--- src/rtl/sobel_out_packer.sv ---
// Drains the Sobel output FIFO and packs up to four pixels per 32-bit stream word with sof/eol/eof
// markers. Define SOBEL_PACK_THRESH_EN to add the thresh port and binarise each pixel before packing.
module sobel_out_packer #(
  parameter int IMG_WIDTH  = 720,
  parameter int IMG_HEIGHT = 540,
  parameter int CNT_WIDTH  = 16
) (
  input  logic                 clk,
  input  logic                 rst,
  output logic                 in_rd_en,
  input  logic                 in_empty,
  input  logic [7:0]           in_dout,
`ifdef SOBEL_PACK_THRESH_EN
  input  logic [7:0]           thresh,
`endif
  output logic                 m_valid,
  input  logic                 m_ready,
  output logic [31:0]          m_data,
  output logic [3:0]           m_keep,
  output logic                 m_sof,
  output logic                 m_eol,
  output logic                 m_eof,
  output logic [CNT_WIDTH-1:0] frame_count,
  output logic                 busy
);

  localparam int CW = (IMG_WIDTH  > 1) ? $clog2(IMG_WIDTH)  : 1;
  localparam int RW = (IMG_HEIGHT > 1) ? $clog2(IMG_HEIGHT) : 1;
  localparam logic [CW-1:0] COL_LAST = CW'(IMG_WIDTH - 1);
  localparam logic [RW-1:0] ROW_LAST = RW'(IMG_HEIGHT - 1);

  function automatic logic [3:0] keep_of(input logic [1:0] lane);
    case (lane)
      2'd0:    return 4'b0001;
      2'd1:    return 4'b0011;
      2'd2:    return 4'b0111;
      default: return 4'b1111;
    endcase
  endfunction

`ifdef SOBEL_PACK_THRESH_EN
  function automatic logic [7:0] binarise(input logic [7:0] px, input logic [7:0] th);
    return (px >= th) ? 8'hFF : 8'h00;
  endfunction
`endif

  logic [CW-1:0]          col_q, col_d;
  logic [RW-1:0]          row_q, row_d;
  logic [1:0]             lane_q, lane_d;
  logic [31:0]            asm_q, asm_d;
  logic                   wsof_q, wsof_d;
  logic                   inflight_q;
  logic                   pend_q, pend_d;
  logic [3:0]             pkeep_q, pkeep_d;
  logic                   psof_q, psof_d, peol_q, peol_d, peof_q, peof_d;
  logic                   out_vld_q, out_vld_d;
  logic [31:0]            out_data_q, out_data_d;
  logic [3:0]             out_keep_q, out_keep_d;
  logic                   out_sof_q, out_sof_d, out_eol_q, out_eol_d, out_eof_q, out_eof_d;
  logic [CNT_WIDTH-1:0]   fc_q, fc_d;

  logic [7:0]  byte_in;
  logic        at_eol, at_eof, done_now, hs, out_free, stall, load;
  logic [31:0] new_data;
  logic        new_sof;

`ifdef SOBEL_PACK_THRESH_EN
  assign byte_in = binarise(in_dout, thresh);
`else
  assign byte_in = in_dout;
`endif

  // The byte arriving this cycle belongs at (col_q,row_q) in lane lane_q.
  assign at_eol   = (col_q == COL_LAST);
  assign at_eof   = at_eol && (row_q == ROW_LAST);
  assign done_now = inflight_q && ((lane_q == 2'd3) || at_eol);
  assign hs       = out_vld_q && m_ready;
  assign out_free = !out_vld_q || m_ready;
  assign stall    = pend_q || (done_now && out_vld_q && !m_ready);
  assign load     = (pend_q || done_now) && out_free;
  assign in_rd_en = rst && !in_empty && !stall;
  assign new_data = asm_q | (32'(byte_in) << {lane_q, 3'b000});
  assign new_sof  = (lane_q == 2'd0) ? ((col_q == '0) && (row_q == '0)) : wsof_q;

  always_comb begin
    col_d      = col_q;
    row_d      = row_q;
    lane_d     = lane_q;
    asm_d      = asm_q;
    wsof_d     = wsof_q;
    pend_d     = pend_q;
    pkeep_d    = pkeep_q;
    psof_d     = psof_q;
    peol_d     = peol_q;
    peof_d     = peof_q;
    out_vld_d  = out_vld_q;
    out_data_d = out_data_q;
    out_keep_d = out_keep_q;
    out_sof_d  = out_sof_q;
    out_eol_d  = out_eol_q;
    out_eof_d  = out_eof_q;
    fc_d       = fc_q;

    if (inflight_q) begin
      asm_d  = new_data;
      wsof_d = new_sof;
      if (at_eol) begin
        col_d  = '0;
        lane_d = 2'd0;
        row_d  = at_eof ? '0 : row_q + RW'(1);
      end else begin
        col_d  = col_q + CW'(1);
        lane_d = lane_q + 2'd1;
      end
    end

    // A finished word either goes straight to the output register or parks in the
    // assembly register; reads stay stalled while it is parked.
    if (done_now) begin
      if (out_free) begin
        asm_d = '0;
      end else begin
        pend_d  = 1'b1;
        pkeep_d = keep_of(lane_q);
        psof_d  = new_sof;
        peol_d  = at_eol;
        peof_d  = at_eof;
      end
    end
    if (pend_q && out_free) begin
      pend_d = 1'b0;
      asm_d  = '0;
    end

    if (load) begin
      out_vld_d  = 1'b1;
      out_data_d = pend_q ? asm_q   : new_data;
      out_keep_d = pend_q ? pkeep_q : keep_of(lane_q);
      out_sof_d  = pend_q ? psof_q  : new_sof;
      out_eol_d  = pend_q ? peol_q  : at_eol;
      out_eof_d  = pend_q ? peof_q  : at_eof;
    end else if (hs) begin
      out_vld_d = 1'b0;
    end

    if (hs && out_eof_q) fc_d = fc_q + CNT_WIDTH'(1);
  end

  always_ff @(posedge clk or negedge rst) begin
    if (!rst) begin
      col_q      <= '0;
      row_q      <= '0;
      lane_q     <= '0;
      asm_q      <= '0;
      wsof_q     <= 1'b0;
      inflight_q <= 1'b0;
      pend_q     <= 1'b0;
      pkeep_q    <= '0;
      psof_q     <= 1'b0;
      peol_q     <= 1'b0;
      peof_q     <= 1'b0;
      out_vld_q  <= 1'b0;
      out_data_q <= '0;
      out_keep_q <= '0;
      out_sof_q  <= 1'b0;
      out_eol_q  <= 1'b0;
      out_eof_q  <= 1'b0;
      fc_q       <= '0;
    end else begin
      col_q      <= col_d;
      row_q      <= row_d;
      lane_q     <= lane_d;
      asm_q      <= asm_d;
      wsof_q     <= wsof_d;
      inflight_q <= in_rd_en;
      pend_q     <= pend_d;
      pkeep_q    <= pkeep_d;
      psof_q     <= psof_d;
      peol_q     <= peol_d;
      peof_q     <= peof_d;
      out_vld_q  <= out_vld_d;
      out_data_q <= out_data_d;
      out_keep_q <= out_keep_d;
      out_sof_q  <= out_sof_d;
      out_eol_q  <= out_eol_d;
      out_eof_q  <= out_eof_d;
      fc_q       <= fc_d;
    end
  end

  assign m_valid     = out_vld_q;
  assign m_data      = out_data_q;
  assign m_keep      = out_keep_q;
  assign m_sof       = out_sof_q;
  assign m_eol       = out_eol_q;
  assign m_eof       = out_eof_q;
  assign frame_count = fc_q;
  assign busy        = inflight_q || (lane_q != 2'd0) || pend_q || out_vld_q;

endmodule

--- config.mk ---
export PLATFORM = sky130hd
export DESIGN_NAME = sobel_out_packer
export DESIGN_NICKNAME = d
export VERILOG_FILES = /design/src/rtl/sobel_out_packer.sv
export SDC_FILE = /design/constraint.sdc
export NUM_CORES = 1
export LEC_CHECK = 0
export ABC_AREA = 1
export CORE_MARGIN = 1
export CORE_UTILIZATION = 50
export DETAILED_ROUTE_END_ITERATION = 12
export PLACE_DENSITY = 0.76
export SYNTH_ARGS = -nofsm -noshare
export SYNTH_HDL_FRONTEND = slang
export SYNTH_SLANG_ARGS = --single-unit
export TNS_END_PERCENT = 5
--- constraint.sdc ---
create_clock -name clk -period 1.75 [get_ports clk]
set_clock_uncertainty 0.1 [all_clocks]
set_input_delay 0.35 -clock clk [delete_from_list [all_inputs] [get_ports clk]]
set_output_delay 0.35 -clock clk [all_outputs]
set_load 0.1 [all_outputs]
Word level (Yosys, flattened, before mapping)
Cells that the tools add are included.

word-level totals
  input bits = 12
  flip-flop bits (word level) = 120
  output and inout port bits = 58

operators by class
  muxes and demuxes = 19
  reduce and logical (&&, ||, !) cells = 31
  $add $sub $neg = 4
  bitwise operators = 2
  eq/ne operators = 6
  shift-type cells = 1

operator list
  kind                   count
  $mux 32                5
  $or 32x32->32          1
  $shl 8x5->32           1
  $add 10x1->10 const B  2
  $eq 10x10->1 const B   2
  $logic_not 10->1       2
  $mux 10                2
  $add 16x1->16 const B  1
  $pmux 4 s3             1
  $logic_and 1x1->1      11
  $mux 1                 9
  $logic_or 1x1->1       7
  $reduce_and 2->1       3
  $reduce_bool 2->1      3
  $eq 2x2->1 const B     2
  $logic_not 1->1        4
  $mux 4                 1
  $add 2x1->2 const B    1
  $eq 2x1->1 const B     1
  $logic_not 2->1        1
  $mux 2                 1
  $ne 2x1->1 const B     1
  $not 1->1              1

Longest topological paths before layout
  depth in word-level cells = 8
  mapped depth = 12
  gate-level depth less buffers = 10

Worst setup path after synthesis
Ideal clock, no wire load.

  kind = reg2out
  start = reg out_vld_q, in the netlist m_valid
  end = out in_rd_en
  arrival = 3.348 ns
  stages on the path, launching flop included = 6
  required time = 1.300 ns
  setup slack = -2.048 ns
  cells stage by stage = dfrtp_1 -> inv_1 -> nor2_1 -> inv_1 -> o21ai_2 -> nor3_1

between the ends
  cells in the longest elaborated chain, start to end = 5

ends and longest elaborated chain
  item                            RTL line  text
  start: declaration              56        logic out_vld_q, out_vld_d;
  start signal: assignment        181       out_vld_q <= out_vld_d;
  $logic_and 1x1->1 (2 in a row)  79        assign stall = pend_q || (done_now && out_vld_q && !m_ready);
  $logic_or 1x1->1                79
  $logic_not 1->1                 81        assign in_rd_en = rst && !in_empty && !stall;
  $logic_and 1x1->1               81
  end: declaration                10        output logic in_rd_en,

No other way between the ends.

Worst setup path in the final report
  start = reg col_q[0]
  end = out in_rd_en

between the ends
  cells in the longest elaborated chain, start to end = 8

ends and longest elaborated chain
  item                            RTL line  text
  start: declaration              47        logic [CW-1:0] col_q, col_d;
  start signal: assignment        170       col_q <= col_d;
  $eq 10x10->1                    74        assign at_eol = (col_q == COL_LAST);
  $logic_or 1x1->1                76        assign done_now = inflight_q && ((lane_q == 2'd3) || at_eol);
  $logic_and 1x1->1               76
  $logic_and 1x1->1 (2 in a row)  79
  $logic_or 1x1->1                79
  $logic_not 1->1                 81
  $logic_and 1x1->1               81

No other way between the ends.

==> impl_metrics.ini <==
[sta]
timing_hold_violations_final = 24
layout_setup_ws_ns = -0.4281
finalCritPeriodShare_pct = 124.5
setup_tns_ns = -0.9780
fin_crit_ns = 2.178
holdWs_ns = -0.05194
worstMarginPinSlew_ns = 0.6741
setup_viol = 19
drv_slew = 0
fmax_mhz = 459.1
rsz0062_at_grt = yes
slew_headroom_pct = 55.06

[setup_path]
cp_max_fo = 2
slowest_delay_ns = 0.42
crit_arrival_ns = 1.73
startpoint_type = flop
r2r_cells = 10
cp_slowest_cell = dfrtp_1
endpoint_kind = output pin
crit_cells = 7
crit_family = flip-flops
worstSetupPathType = reg2out
path_cells = ha_4 > nand2_4 > nor2_4 > nand3b_4 > o21ai_4 > nor3_4 > buf_12
path_buf_inv = 1
required_ns = 1.30

[power]
total_power_mw = 15.54
power.share.clock_pct = 22.8
p_int_mw = 8.617
p_sw_mw = 6.919
swShare_pct = 44.54
pwr_density_cell_nw_per_um2 = 1895
seqPwrFrac_pct = 28.9
p_comb_share_pct = 48.3
leakagePower_nw = 3.937
irDropWorstVdd_mv = 1.490

[cells_and_area]
diodes = 0
fin_cells = 962
syn_to_final_growth_pct = 43.92
final_common_cell = nor2_1
drive_gt1_share_pct = 22.63
fill_cells = 739
final_cell_mix = 167 x nor2_1, 132 x nand2_1, 110 x dfrtp_1
final_net_count = 829

[die]
start_util_pct = 51.88
io_pins = 70
die_y_um = 108.8
die_w_um = 108.8
dieArea_um2 = 11830
rows = 38
core_um2 = 10980

[global_routing]
grt_pass1_vias = 4943
antenna_found_initial = 0
grt_max_degree = 121
grt_pass1_wl_um = 23850
grt_usage_pct = 26.46
overflow = 0

[clock_network]
clockBufferDepth = 2
htreeDepth = 4
clkTransAtPathRegs_ns = 0.06
cts_sinks = 120
cts_tree = built
numCtsBuffers = 17
clk_latency_ns = 0.42
clock-root-buffer = clkbuf_16

[yosys]
synth_fa_ha_area_share_pct = 1.757
synth_xor_area_share_pct = 3.228
synth-seq-cells = 120
syn-num-nets = 720
avgSynthCellArea_um2 = 8.140
synthSimpleGateAreaFrac_pct = 28.46
synth_cells = 700
synth_compound_area_share_pct = 7.773
syn_area_um2 = 5698
synth_top_family_by_area = simple AND/OR/NAND/NOR gates
synth_top_area_share_pct = 52.70
yosysWarnings = 0
yosysSeqAreaShare_pct = 52.70
synth.distinct_cells = 33
yosys.area.top_type = dfrtp_1
yosys-top-cells-area = dfrtp_1 53%, nor2_1 11%, nand2_1 9.0%
synth.area.mux_share_pct = 0

[drt]
viasPerCell = 5.310
drt_iter0_drc = 359
via_count = 5108
antenna_left = 0
drc = 0
wl_um = 14300
drtPass1Iterations = 7
avgRoutedWirePerCell_um = 14.86

[status]
violations = hold timing, setup timing
status = finished, violations left

[min_path]
holdCritPathClass = in2async

[place]
globalplace.congestion = 0.8385
post-dp-hpwl_um = 9508
port_buffers = 69
place_inst = 920

[run]
max_cap_violations = 0
## layer usage
metal / GRT usage [%] / wire length [um] / vias to the layer above
met1: 33.49 / 5787 / 2441
met2: 44.76 / 7425 / 197
met3: 5.678 / 831 / 35
li1: - / - / 2435
met5: 0 / 0 / -
met4: 9.459 / 255 / 0
## synthesized netlist by cell type, drive strengths merged
library cell and count:
inv 53, xor2 19, dfrtp 120, nor3 14, a21oi 4, xnor2 2, ha 8, clkbuf 11
nor4 1, a31oi 1, buf 15, o21ai 57, nand4 6, nand3 51, a21boi 1, clkinv 2
o21a 16, nor2 176, nand3b 2, or2 2, nand2 139
## worst paths after layout
path	end	slack (ns)	startpoint
max in group asynchronous	row_q[0]	1.01	rst
worst max-delay path	in_rd_en	-0.43	col_q[0]
worst max register to register	m_data[18]	-0.04	col_q[0]
min in group clk	inflight_q	0.21	rst
worst min-delay path	asm_q[23]	-0.05	rst
worst min register to register	pkeep_q[0]	0.37	pkeep_q[0]
## area by class of cell
cell class | instances | area, um^2 | share of cell area [%]
Sequential cell | 120 | 3025 | 36.89
Multi-Input combinational cell | 499 | 2494 | 30.41
Timing Repair Buffer | 116 | 1678 | 20.46
Clock buffer | 18 | 429.2 | 5.233
Inverter | 55 | 222.7 | 2.716
Clock inverter | 14 | 176.4 | 2.151
Tap cell | 140 | 175.2 | 2.136
## flip-flops by register name, summed over array words and instances, names as in the netlist
name and cells:
m_eof 1, frame_count 16, m_keep 4, col_q 10
asm_q 32, lane_q 2, m_eol 1, m_valid 1
pkeep_q 4, m_sof 1, wsof_q 1, pend_q 1
row_q 10, psof_q 1, m_data 32, peof_q 1
inflight_q 1, peol_q 1
## metrics by stage
stage / util, % / hold slack (ns) / area, um^2 / setup slack, ns
CTS: 73.68 / 0.03994 / 8093 / -0.3925
floorplan: - / -0.04559 / 5757 / -0.4731
global placement: 67.16 / 0.3545 / 7376 / -0.2955
finish: 74.66 / -0.05194 / 8200 / -0.4281
global route: 74.66 / 0.004067 / 8200 / -0.4928
detailed placement: 67.16 / 0.3567 / 7376 / -0.3311
## power groups by stage
stage	logic (mW)	clock network [mW]	registers, mW
floorplan	1.55	0	7.37
global placement	7.21	0	4.45
detailed placement	7.31	0	4.50
CTS	7.44	3.57	4.47
global route	7.89	3.72	4.60
finish	7.51	3.54	4.49
## worst register-to-register path, delay by kind of cell, from the launching register on
kind	cells	cell delay [ns]
flip-flops	1	0.42
AND/OR/NAND/NOR	6	0.54
adder cells (fa/ha/maj)	1	0.19
AO/OA/AOI/OAI	1	0.08
buffers and inverters	2	0.34
## logic make-up (layout without fill, tap and decap cells)
kind of cell / count (synthesis) / count (layout)
compound gates: 79 / 79
xor+xnor: 21 / 21
fa+ha+maj: 8 / 8
buf+inv: 81 / 203
flops: 120 / 120
simple gates: 391 / 391
## what timing repair did
action / CTS / global route
setup endpoints to repair: 30 / 90
gates resized for setup: 19 / 28
hold buffers: 0 / 0
buffers inserted: 7 / 3
pin swaps: 7 / 1
(Power assumes the default switching activity.)
